$ cat config.mk
export PLATFORM = sky130hd
export DESIGN_NAME = alu_host_sequencer
export DESIGN_NICKNAME = d
export VERILOG_FILES = /design/src/rtl/alu_bus_pkg.sv /design/src/rtl/alu_host_timeout.sv /design/src/rtl/alu_host_sequencer.sv
export SDC_FILE = /design/constraint.sdc
export NUM_CORES = 1
export LEC_CHECK = 0
export CAP_MARGIN = 20
export CORE_MARGIN = 10
export CORE_UTILIZATION = 47
export CTS_BUF_LIST = sky130_fd_sc_hd__clkbuf_16
export DETAILED_ROUTE_END_ITERATION = 6
export PLACE_DENSITY = 0.88
export SLEW_MARGIN = 30
export SYNTH_ARGS = -nofsm -noshare
export SYNTH_HDL_FRONTEND = slang
export SYNTH_SLANG_ARGS = --single-unit
$ cat constraint.sdc
create_clock -name clk -period 2.4 [get_ports clk]
set_input_delay 0.48 -clock clk [delete_from_list [all_inputs] [get_ports clk]]
set_output_delay 0.48 -clock clk [all_outputs]
set_load 0.05 [all_outputs]
$ cat src/rtl/alu_bus_pkg.sv
// Shared definitions for the ALU operand/result bus: op codes, sequencer
// states, operand streaming order and result byte packing.
package alu_bus_pkg;

  localparam logic [1:0] OP_ADD = 2'b00;
  localparam logic [1:0] OP_SUB = 2'b01;
  localparam logic [1:0] OP_MUL = 2'b10;  // radix-4
  localparam logic [1:0] OP_DIV = 2'b11;  // SRT-2

  typedef enum logic [2:0] {
    ST_IDLE,
    ST_BEGIN,
    ST_SEND_A,
    ST_SEND_Q,
    ST_SEND_M,
    ST_WAIT_END,
    ST_CAPT_LO,
    ST_RESP
  } seqState_e;

  // Operand streaming order on inbus after BEGIN.
  localparam int OPND_A = 0;
  localparam int OPND_Q = 1;
  localparam int OPND_M = 2;

  typedef struct packed {
    logic [1:0] op;
    logic [7:0] a;
    logic [7:0] q;
    logic [7:0] m;
  } aluReq_t;

  // Operand byte for a given slot in the streaming order.
  function automatic logic [7:0] opndByte(aluReq_t r, int idx);
    case (idx)
      OPND_A:  return r.a;
      OPND_Q:  return r.q;
      default: return r.m;
    endcase
  endfunction

  // Result order on outbus: first byte is A (hi), second is Q (lo).
  function automatic logic [15:0] packResult(logic [7:0] hi, logic [7:0] lo);
    return {hi, lo};
  endfunction

endpackage

$ cat src/rtl/alu_host_timeout.sv
// Clearable up-counter that flags the last allowed WAIT_END cycle.
// A TIMEOUT_CYCLES of 0 disables the flag entirely.
module alu_host_timeout #(
  parameter int TIMEOUT_CYCLES = 64,
  parameter int CNT_W          = 7
) (
  input  logic clk,
  input  logic reset,
  input  logic clr,
  input  logic en,
  output logic tc
);

  localparam logic [CNT_W-1:0] TC_VAL =
    CNT_W'(TIMEOUT_CYCLES > 0 ? TIMEOUT_CYCLES - 1 : 0);

  logic [CNT_W-1:0] cnt;

  // Count enabled cycles; clear takes priority so each wait starts at 0.
  always_ff @(posedge clk) begin
    if (reset || clr) cnt <= '0;
    else if (en)      cnt <= cnt + 1'b1;
  end

  assign tc = (TIMEOUT_CYCLES != 0) && en && (cnt == TC_VAL);

endmodule

$ cat src/rtl/alu_host_sequencer.sv
// Bus master for the ALU: takes one request per handshake, pulses BEGIN,
// streams A/Q/M, waits for a two-cycle END carrying the result bytes and
// returns a 16-bit response with an error flag.
module alu_host_sequencer
  import alu_bus_pkg::*;
#(
  parameter int TIMEOUT_CYCLES = 64
) (
  input  logic        clk,
  input  logic        reset,
  input  logic        req_valid,
  output logic        req_ready,
  input  logic [1:0]  req_op,
  input  logic [7:0]  req_a,
  input  logic [7:0]  req_q,
  input  logic [7:0]  req_m,
  output logic        rsp_valid,
  input  logic        rsp_ready,
  output logic [15:0] rsp_data,
  output logic        rsp_err,
  output logic        alu_begin,
  output logic [1:0]  alu_op_code,
  output logic [7:0]  alu_inbus,
  input  logic [7:0]  alu_outbus,
  input  logic        alu_end,
  output logic        busy
);

  localparam int TO_W  = $clog2(TIMEOUT_CYCLES + 1);
  localparam int CNT_W = (TO_W < 1) ? 1 : TO_W;

  seqState_e  state, nextState;
  aluReq_t    reqReg;
  logic [7:0] hiByte;
  logic       toClr, toEn, toHit;

  // Counter is zeroed while streaming M so it reads 0 on the first wait cycle.
  assign toClr = (state == ST_SEND_M);
  assign toEn  = (state == ST_WAIT_END);

  alu_host_timeout #(
    .TIMEOUT_CYCLES(TIMEOUT_CYCLES),
    .CNT_W         (CNT_W)
  ) uTimeout (
    .clk  (clk),
    .reset(reset),
    .clr  (toClr),
    .en   (toEn),
    .tc   (toHit)
  );

  // State register.
  always_ff @(posedge clk) begin
    if (reset) state <= ST_IDLE;
    else       state <= nextState;
  end

  // Request latch, hi-byte capture and response load.
  always_ff @(posedge clk) begin
    if (reset) begin
      reqReg   <= '0;
      hiByte   <= '0;
      rsp_data <= '0;
      rsp_err  <= 1'b0;
    end else begin
      if (state == ST_IDLE && req_valid)
        reqReg <= '{op: req_op, a: req_a, q: req_q, m: req_m};
      case (state)
        ST_WAIT_END: begin
          if (alu_end) begin
            hiByte <= alu_outbus;
          end else if (toHit) begin
            rsp_data <= '0;
            rsp_err  <= 1'b1;
          end
        end
        ST_CAPT_LO: begin
          // END must span two cycles; a single-cycle END is a protocol error.
          if (alu_end) begin
            rsp_data <= packResult(hiByte, alu_outbus);
            rsp_err  <= 1'b0;
          end else begin
            rsp_data <= '0;
            rsp_err  <= 1'b1;
          end
        end
        default: ;
      endcase
    end
  end

  // Next-state and bus outputs, all decoded from the current state.
  always_comb begin
    nextState   = state;
    req_ready   = 1'b0;
    busy        = 1'b1;
    rsp_valid   = 1'b0;
    alu_begin   = 1'b0;
    alu_op_code = 2'b00;
    alu_inbus   = 8'h00;
    case (state)
      ST_IDLE: begin
        req_ready = 1'b1;
        busy      = 1'b0;
        if (req_valid) nextState = ST_BEGIN;
      end
      ST_BEGIN: begin
        alu_begin   = 1'b1;
        alu_op_code = reqReg.op;
        nextState   = ST_SEND_A;
      end
      ST_SEND_A: begin
        alu_op_code = reqReg.op;
        alu_inbus   = opndByte(reqReg, OPND_A);
        nextState   = ST_SEND_Q;
      end
      ST_SEND_Q: begin
        alu_op_code = reqReg.op;
        alu_inbus   = opndByte(reqReg, OPND_Q);
        nextState   = ST_SEND_M;
      end
      ST_SEND_M: begin
        alu_op_code = reqReg.op;
        alu_inbus   = opndByte(reqReg, OPND_M);
        nextState   = ST_WAIT_END;
      end
      ST_WAIT_END: begin
        alu_op_code = reqReg.op;
        if (alu_end)    nextState = ST_CAPT_LO;
        else if (toHit) nextState = ST_RESP;
      end
      ST_CAPT_LO: begin
        alu_op_code = reqReg.op;
        nextState   = ST_RESP;
      end
      ST_RESP: begin
        rsp_valid = 1'b1;
        if (rsp_ready) nextState = ST_IDLE;
      end
      default: nextState = ST_IDLE;
    endcase
  end

endmodule

==> results of run 1 <==
-- kinds of logic (layout without fill, tap and decap cells) --
family	count (synthesis)	count (layout)	share of synthesized area (%)
AO/OA/AOI/OAI	76	76	20.0
multiplexers	2	2	0.838
adder cells (fa/ha/maj)	6	6	2.96
AND/OR/NAND/NOR	131	131	22.7
XOR/XNOR	3	3	1.04
buffers and inverters	24	98	4.29
flip-flops	61	61	48.1
-- registers in the layout (all words and copies together) (netlist names) --
| register | count |
|---|---|
| rsp_err | 1 |
| uTimeout.cnt | 7 |
| reqReg | 26 |
| rsp_data | 16 |
| state | 3 |
| hiByte | 8 |
-- where the power goes --
group | internal (mW) | switching (mW) | leakage [nW]
logic | 0.580 | 0.861 | 0.800
clock network | 0.807 | 0.472 | 0.150
registers | 1.14 | 0.0949 | 0.495
-- repair_timing --
| item | in CTS | in global routing |
|---|---|---|
| endpoints found under the setup margin | 4 | 8 |
| setup buffers | 0 | 0 |
| pin swaps | 0 | 1 |
| gates resized for setup | 2 | 2 |
-- placed cells by master (no fill, tap or decap), types with 2 or more instances in the layout --
| cell type | netlist | layout |
|---|---|---|
| nand4b_1 | 2 | 2 |
| nand2_1 | 91 | 91 |
| ha_1 | 6 | 5 |
| dfxtp_1 | 61 | 60 |
| nand2b_1 | 2 | 2 |
| a21oi_1 | 40 | 40 |
| and2_1 | 3 | 3 |
| buf_4 | 1 | 9 |
| a32oi_1 | 8 | 7 |
| a211oi_1 | 2 | 2 |
| nor3_1 | 2 | 2 |
| clkdlybuf4s50_1 | 0 | 55 |
| nand3_1 | 2 | 2 |
| a22o_1 | 16 | 16 |
| xor2_1 | 2 | 2 |
| nor2b_1 | 6 | 5 |
| clkbuf_16 | 0 | 9 |
| o21ai_0 | 5 | 5 |
| clkinv_4 | 0 | 3 |
| buf_12 | 0 | 14 |
| inv_1 | 4 | 4 |
| clkinv_2 | 0 | 2 |
| nor2_1 | 13 | 12 |
-- area by class of cell --
class	instances	area (µm²)	share of cell area (%)
repair buffers	78	898	24.0
multi-input cells	218	1220	32.6
clock buffers	9	225	6.01
flip-flops and latches	61	1220	32.6
inverters	4	15.0	0.401
well taps	70	87.6	2.34
clock inverters	7	75.1	2.00
-- worst reg2reg max path, cell delays in order (launching register included) --
cell and delay (ps):
dfxtp_2 330, inv_1 130, ha_1 190, and2b_1 230
and2_1 740, nand2_1 150, a21oi_1 200
-- worst max path at each step --
stage / slack, ps / endpoint
floorplan: 80 / state[0]$_SDFFE_PP0P_
global placement: 240 / rsp_data[9]$_SDFFE_PP0P_
detailed placement: 150 / rsp_data[8]$_SDFFE_PP0P_
CTS: 8 / alu_inbus[0]
global route: 10 / alu_inbus[1]
finish: 70 / alu_inbus[1]
-- layer usage --
layer | vias up | track usage [%] | wire, µm
met2 | 83 | 27.4 | 3460
met1 | 1141 | 17.7 | 2760
met4 | 0 | 7.46 | 163
met5 | - | 0 | 0
met3 | 12 | 8.07 | 633
li1 | 1173 | - | -
-- metrics by stage --
stage | cells | utilization, % | hold slack (ps) | worst slack (ps) | total power [mW]
after floorplan | 303 | - | 432 | 76.8 | 2.10
final | 447 | 72.4 | 450 | 70.1 | 3.95
after detailed placement | 431 | 66.3 | 442 | 153 | 2.65
after global routing | 447 | 72.4 | 468 | 13.4 | 4.13
after CTS | 447 | 72.3 | 453 | 7.85 | 3.96
after global placement | 431 | 66.3 | 437 | 240 | 2.62
==> flow_summary.yaml, run 1 <==
detailed_routing:
  drc: 0
  route.detailed.wl_per_inst_um: 15.7
  viasPerCell: 5.39
  via_count: 2409
  drt_iter0_drc: 104
  totalWireLength_um: 7010
  drt.antenna.violating_nets: 0
  drtPass1Iterations: 4
synthesis:
  synth_area_leader_cell: "dfxtp_1"
  ys_ff_latch: 61
  synth_top_area_share_pct: 48.1
  synth.area.top_cells: "dfxtp_1 (48%), nand2_1 (13%), a21oi_1 (7.9%)"
  synth_common_cells: "nand2_1 (91), dfxtp_1 (61), a21oi_1 (40)"
  ys.warnings.count: 0
  syn_area_um2: 2540
  ys_seq_area_share_pct: 48.1
  syn_nets: 348
  synth.most_common_cell: "nand2_1"
  synth_edf_count: 0
  postSynthAreaPerCell_um2: 8.37
  syn_inst: 303
  async_reset_ff_share_pct: 0
  ys_types: 40
  synth-main-ff-cell: "dfxtp_1"
placement:
  portBuffers: 69
  place_congestion: 0.838
  placed_area_um2: 3430
  dp.final_hpwl_um: 4970
clock_network:
  cts_buffers: 9
  cts_num_sinks: 61
  htree_levels: 3
  clk_latency_ps: 330
  clkTransAtPathRegs_ps: 50
  cts.path.max_buffers: 2
  root_buffer: "clkbuf_16"
  postCtsHoldBufs: 0
  tritoncts: "built"
critical_path:
  critPathCaptureType: "output pin"
  ff2ff_path_depth: 6
  start_kind: "flip-flop"
  worstReg2RegStart: "state[0]$_SDFFE_PP0P_"
  cpPeakStageDelay_ps: 440
  rrSetupSlack_ps: 340
  path_delay_family: "buffers and inverters"
  worstPathArrival_ps: 1850
  required_ps: 1920
  path_buf_inv: 3
  worstSetupStartpoint: "state[1]$_SDFFE_PP0P_"
  critPathSlowestCell: "dfxtp_1"
  crit_chain: "inv_1 -> ha_1 -> buf_4 -> a32oi_2 -> nand2_1 -> buf_12"
  cp.depth: 6
  r2r_end: "reqReg[11]$_SDFFE_PP0P_"
  critPathKind: "reg2out"
  path_max_fanout: 16
final_layout:
  area_delta_synth_final_pct: 47.6
  final_area_um2: 3750
  antenna_cells: 0
  nNetsFinal: 417
  num-fill-cells: 349
  layout-drive-gt1-share_pct: 12.5
worst_hold_path:
  holdPathEnd: "reqReg[25]$_SDFFE_PP0P_"
  min_path_cells: 2
  hp-class: "reg2reg"
  hold_path_startpoint: "reqReg[25]$_SDFFE_PP0P_"
timing:
  finalHoldViolations: 0
  fin_skew_ps: 2.92
  fin_setup_tns_ps: 0
  fmax_mhz: 429
  rsz0062_at_grt: "false"
  tightest_slew_ps: 893
  maxSlewViolCount: 0
  finalCriticalPeriod_ps: 2330
  period_share_pct: 97.1
  slew_headroom_pct: 40.5
  setup_viol: 0
die:
  die_h_um: 93.5
  core_um2: 5170
  row_count: 26
  die_area_um2: 8740
  initial_core_util_pct: 49.1
  pin_count: 70
  die_x_um: 93.5
pwr:
  ir_drop_mv: 0.633
  p_leak_nw: 1.45
  power_density_nw_per_um2: 1060
status:
  status: "completed"
global_route:
  grt_max_degree: 27
  grt_pass1_wl_um: 11600
  antenna_found_initial: 0
  track_usage_pct: 16.7
  overflow: 0
  grt_pass1_vias: 2481
job:
  maxCapViolations: 0
No activity file was read; power rests on OpenSTA's default activity.
==> inputs of run 2 (changes only) <==
--- a/config.mk
+++ b/config.mk
@@ -10,7 +10,7 @@
 export CORE_UTILIZATION = 47
 export CTS_BUF_LIST = sky130_fd_sc_hd__clkbuf_16
 export DETAILED_ROUTE_END_ITERATION = 6
-export PLACE_DENSITY = 0.88
+export PLACE_DENSITY = 0.9
 export SLEW_MARGIN = 30
 export SYNTH_ARGS = -nofsm -noshare
 export SYNTH_HDL_FRONTEND = slang
==> flow_summary.yaml, run 2 (same netlist as run 1, synthesis figures left out) <==
detailed_routing:
  drtPass1Iterations: 4
  totalWireLength_um: 7170
  viasPerCell: 5.43
  via_count: 2438
  drc: 0
  route.detailed.wl_per_inst_um: 16.0
  drt_iter0_drc: 202
  drt.antenna.violating_nets: 0
timing:
  slew_headroom_pct: 52.0
  finalHoldViolations: 0
  maxSlewViolCount: 0
  setup_viol: 0
  fin_skew_ps: 5.62
  tightest_slew_ps: 720
  fin_setup_tns_ps: 0
  finalCriticalPeriod_ps: 2300
  rsz0062_at_grt: "false"
  fmax_mhz: 434
  period_share_pct: 95.9
clock_network:
  cts.path.max_buffers: 2
  cts_num_sinks: 61
  htree_levels: 3
  clk_latency_ps: 330
  root_buffer: "clkbuf_16"
  tritoncts: "built"
  clkTransAtPathRegs_ps: 50
  cts_buffers: 9
global_route:
  grt_max_degree: 34
  grt_pass1_wl_um: 11600
  grt_pass1_vias: 2483
  antenna_found_initial: 0
  overflow: 0
  track_usage_pct: 16.6
placement:
  place_congestion: 0.784
  dp.final_hpwl_um: 5080
  portBuffers: 69
critical_path:
  critPathSlowestCell: "dfxtp_2"
  path_buf_inv: 3
  worstPathArrival_ps: 1820
  rrSetupSlack_ps: 390
  path_max_fanout: 8
  crit_chain: "inv_1 -> ha_1 -> nor2b_1 -> buf_4 -> a32oi_1 -> nand2_1 -> buf_12"
  required_ps: 1920
  start_kind: "flip-flop"
  critPathKind: "reg2out"
  cpPeakStageDelay_ps: 350
  critPathCaptureType: "output pin"
  path_delay_family: "buffers and inverters"
die:
  core_um2: 5170
  die_h_um: 93.5
  die_area_um2: 8740
  pin_count: 70
  die_x_um: 93.5
  initial_core_util_pct: 49.1
  row_count: 26
pwr:
  ir_drop_mv: 0.656
  power_density_nw_per_um2: 1030
  p_leak_nw: 1.44
  power_mw: 3.82
final_layout:
  largest_reg_flops: 26
  final_cell_mix: "nand2_1 (91), dfxtp_1 (60), clkdlybuf4s50_1 (55)"
  regMostFlops: "reqReg"
  multiInputGateArea_um2: 1220
  ff_latch_area_um2: 1220
  num-fill-cells: 358
  area_delta_synth_final_pct: 46.6
  nNetsFinal: 419
  reg_top3: "reqReg (26), rsp_data (16), hiByte (8)"
  final_common_cell: "nand2_1"
  layout-drive-gt1-share_pct: 12.7
  fin_util_pct: 71.9
  antenna_cells: 0
job:
  maxCapViolations: 0
status:
  status: "completed"
worst_hold_path:
  hp-class: "reg2reg"
## run 2: timing repair
action,4_1_cts,5_1_grt
endpoints found under the setup margin,1,8
gates resized for setup,1,2
hold buffers,0,0
buffers inserted,0,0
cloned,0,0
## run 2: worst min-delay path, cell delays in order, from the launching register on
cell	delay, ps
dfxtp_1	300
nand2_1	50
a21oi_1	50
## run 2: metrics by stage
step | hold WS [ps] | cells | area [µm²] | setup slack, ps
6_report | 455 | 449 | 3720 | 98.2
5_1_grt | 473 | 449 | 3720 | 15.0
4_1_cts | 455 | 449 | 3710 | 36.3
3_5_place_dp | 445 | 433 | 3430 | 151
3_3_place_gp | 437 | 433 | 3430 | 237
2_1_floorplan | 432 | 303 | 2540 | 76.8
## run 2: metal layers
| metal | share of wire, % | global-route usage (%) | routed length (µm) | vias to the layer above |
|---|---|---|---|---|
| met5 | 0 | 0 | 0 | - |
| met4 | 1.6 | 7.20 | 115 | 0 |
| met3 | 9.1 | 7.51 | 651 | 11 |
| met2 | 49 | 27.8 | 3540 | 90 |
| met1 | 40 | 17.5 | 2860 | 1154 |
| li1 | - | - | - | 1183 |
## run 2: final timing paths
check                           from                      end  depth (start not counted)
max            state[0]$_SDFFE_PP0P_             alu_inbus[0]                          7
min          reqReg[24]$_SDFFE_PP0P_  reqReg[24]$_SDFFE_PP0P_                          2
max reg2reg    state[1]$_SDFFE_PP0P_    state[0]$_SDFFE_PP0P_                          7
min reg2reg  reqReg[24]$_SDFFE_PP0P_  reqReg[24]$_SDFFE_PP0P_                          2
## run 2: cell type report
class | instances | area share [%]
Sequential cell | 61 | 32.9
Multi-Input combinational cell | 218 | 32.8
Timing Repair Buffer | 80 | 24.2
Clock buffer | 9 | 6.05
Tap cell | 70 | 2.35
Clock inverter | 7 | 1.31
Inverter | 4 | 0.404
## run 2: report_power, final
part | total (mW) | switching, mW | internal [mW] | leakage (nW)
logic | 1.43 | 0.859 | 0.570 | 0.809
registers | 1.22 | 0.0856 | 1.14 | 0.495
clock network | 1.17 | 0.468 | 0.700 | 0.136
total | 3.82 | 1.41 | 2.41 | 1.44
==> inputs of run 3 (changes only) <==
--- a/config.mk
+++ b/config.mk
@@ -8,7 +8,7 @@
 export CAP_MARGIN = 20
 export CORE_MARGIN = 10
 export CORE_UTILIZATION = 47
-export CTS_BUF_LIST = sky130_fd_sc_hd__clkbuf_16
+export CTS_BUF_LIST = sky130_fd_sc_hd__clkbuf_4 sky130_fd_sc_hd__clkbuf_8 sky130_fd_sc_hd__clkbuf_16
 export DETAILED_ROUTE_END_ITERATION = 6
 export PLACE_DENSITY = 0.9
 export SLEW_MARGIN = 30
==> flow_summary.yaml, run 3 (same netlist as run 1, synthesis figures left out) <==
placement:
  dp.final_hpwl_um: 5080
  portBuffers: 69
  place_congestion: 0.784
  post-place-ws_ps: 151
  placed_area_um2: 3430
critical_path:
  critPathCaptureType: "output pin"
  path_buf_inv: 3
  worstPathArrival_ps: 1850
  path_delay_family: "buffers and inverters"
  cpPeakStageDelay_ps: 350
  start_kind: "flip-flop"
  path_max_fanout: 8
  critPathSlowestCell: "dfxtp_2"
  critPathKind: "reg2out"
  required_ps: 1920
  crit_chain: "inv_1 -> ha_1 -> nor2b_1 -> buf_4 -> a32oi_2 -> nand2_2 -> buf_12"
timing:
  maxSlewViolCount: 0
  fin_setup_tns_ps: 0
  fin_skew_ps: 5.32
  finalHoldViolations: 0
  slew_headroom_pct: 48.6
  fmax_mhz: 430
  setup_viol: 0
  period_share_pct: 96.9
  whs_ps: 453
  finalCriticalPeriod_ps: 2330
  tightest_slew_ps: 771
  worst_slack_ps: 74.7
  rsz0062_at_grt: "false"
pwr:
  p_leak_nw: 1.40
  internal_power_mw: 2.09
  switchingPower_mw: 1.38
  power_density_nw_per_um2: 956
  ir_drop_mv: 0.555
  combPwrFrac_pct: 41.4
  pwr-share-seq_pct: 35.3
  clockPowerShare_pct: 23.2
  netSwitchingFraction_pct: 39.8
final_layout:
  area_delta_synth_final_pct: 43.0
  ff_latch_area_um2: 1220
  antenna_cells: 0
  regMostFlops: "reqReg"
  multiInputGateArea_um2: 1230
  final_cell_mix: "nand2_1 (90), dfxtp_1 (60), clkdlybuf4s50_1 (55)"
  nNetsFinal: 419
  final_area_um2: 3630
  reg_top3: "reqReg (26), rsp_data (16), hiByte (8)"
  final_common_cell: "nand2_1"
  num-fill-cells: 377
  largest_reg_flops: 26
  layout-drive-gt1-share_pct: 13.2
die:
  die_x_um: 93.5
  initial_core_util_pct: 49.1
  core_um2: 5170
  row_count: 26
  die_h_um: 93.5
  pin_count: 70
  die_area_um2: 8740
clock_network:
  cts.path.max_buffers: 2
  cts_buffers: 9
  clkTransAtPathRegs_ps: 70
  tritoncts: "built"
  clk_latency_ps: 350
  postCtsHoldBufs: 0
  htree_levels: 3
  cts_resized: 1
  postCtsSetupRepairBufs: 0
  root_buffer: "clkbuf_8"
  cts_num_sinks: 61
global_route:
  grt_pass1_vias: 2487
  top_usage_layer: "met2"
  overflow: 0
  gr-usage-met2_pct: 26.8
  grt_max_degree: 34
  antenna_found_initial: 0
  grtUsageMet3_pct: 6.31
  use_met1_pct: 17.7
  track_usage_pct: 16.4
  grt_pass1_wl_um: 11400
detailed_routing:
  route.detailed.wl_per_inst_um: 16.0
  drc: 0
  via_count: 2464
  totalWireLength_um: 7180
  drt.antenna.violating_nets: 0
  drtPass1Iterations: 4
  viasPerCell: 5.49
  drt_iter0_drc: 142
status:
  status: "completed"
worst_hold_path:
  hp-class: "reg2reg"
job:
  maxCapViolations: 0
[run 3: cell counts in the layout (fill, tap and decap cells not counted)]
Identical to the previous run, type by type.
[run 3: layout make-up]
type | instances | share of cell area, %
flip-flops and latches | 61 | 33.7
well taps | 70 | 2.41
clock buffers | 9 | 3.41
repair buffers | 80 | 24.8
multi-input cells | 218 | 33.9
inverters | 4 | 0.414
clock inverters | 7 | 1.34
[run 3: metal layers]
metal / vias to the layer above / part of all wire, %
met1: 1167 / 39
met5: - / 0
met4: 0 / 3.2
met3: 23 / 8.7
li1: 1178 / -
met2: 96 / 49
[run 3: worst reg2reg max path: stages (launching register included)]
cell and delay [ps]:
dfxtp_1 420, inv_1 90, ha_1 200, buf_4 180, nand4_2 100, o21bai_1 110, a21oi_2 610, a22o_1 240
[run 3: per-stage QoR]
| step | power, mW | std cells | utilization [%] |
|---|---|---|---|
| final | 3.47 | 449 | 70.2 |
| after global routing | 3.64 | 449 | 70.2 |
| after CTS | 3.46 | 449 | 69.8 |
| after detailed placement | 2.65 | 433 | 66.4 |
| after global placement | 2.61 | 433 | 66.4 |
| after floorplan | 2.10 | 303 | - |
[run 3: power groups by stage]
stage	sequential, mW	combinational (mW)	clock [mW]
detailed placement	1.24	1.41	0
finish	1.23	1.44	0.805
floorplan	1.23	0.869	0
global placement	1.23	1.37	0
CTS	1.22	1.43	0.810
global route	1.24	1.55	0.846
[run 3: final timing paths]
kind / from / to / slack (ps) / cells past startpoint
worst min register to register: reqReg[25]$_SDFFE_PP0P_ / reqReg[25]$_SDFFE_PP0P_ / 450 / 2
worst min-delay path: reqReg[25]$_SDFFE_PP0P_ / reqReg[25]$_SDFFE_PP0P_ / 450 / 2
worst max-delay path: state[0]$_SDFFE_PP0P_ / alu_inbus[3] / 70 / 7
worst max register to register: state[1]$_SDFFE_PP0P_ / rsp_data[8]$_SDFFE_PP0P_ / 390 / 7
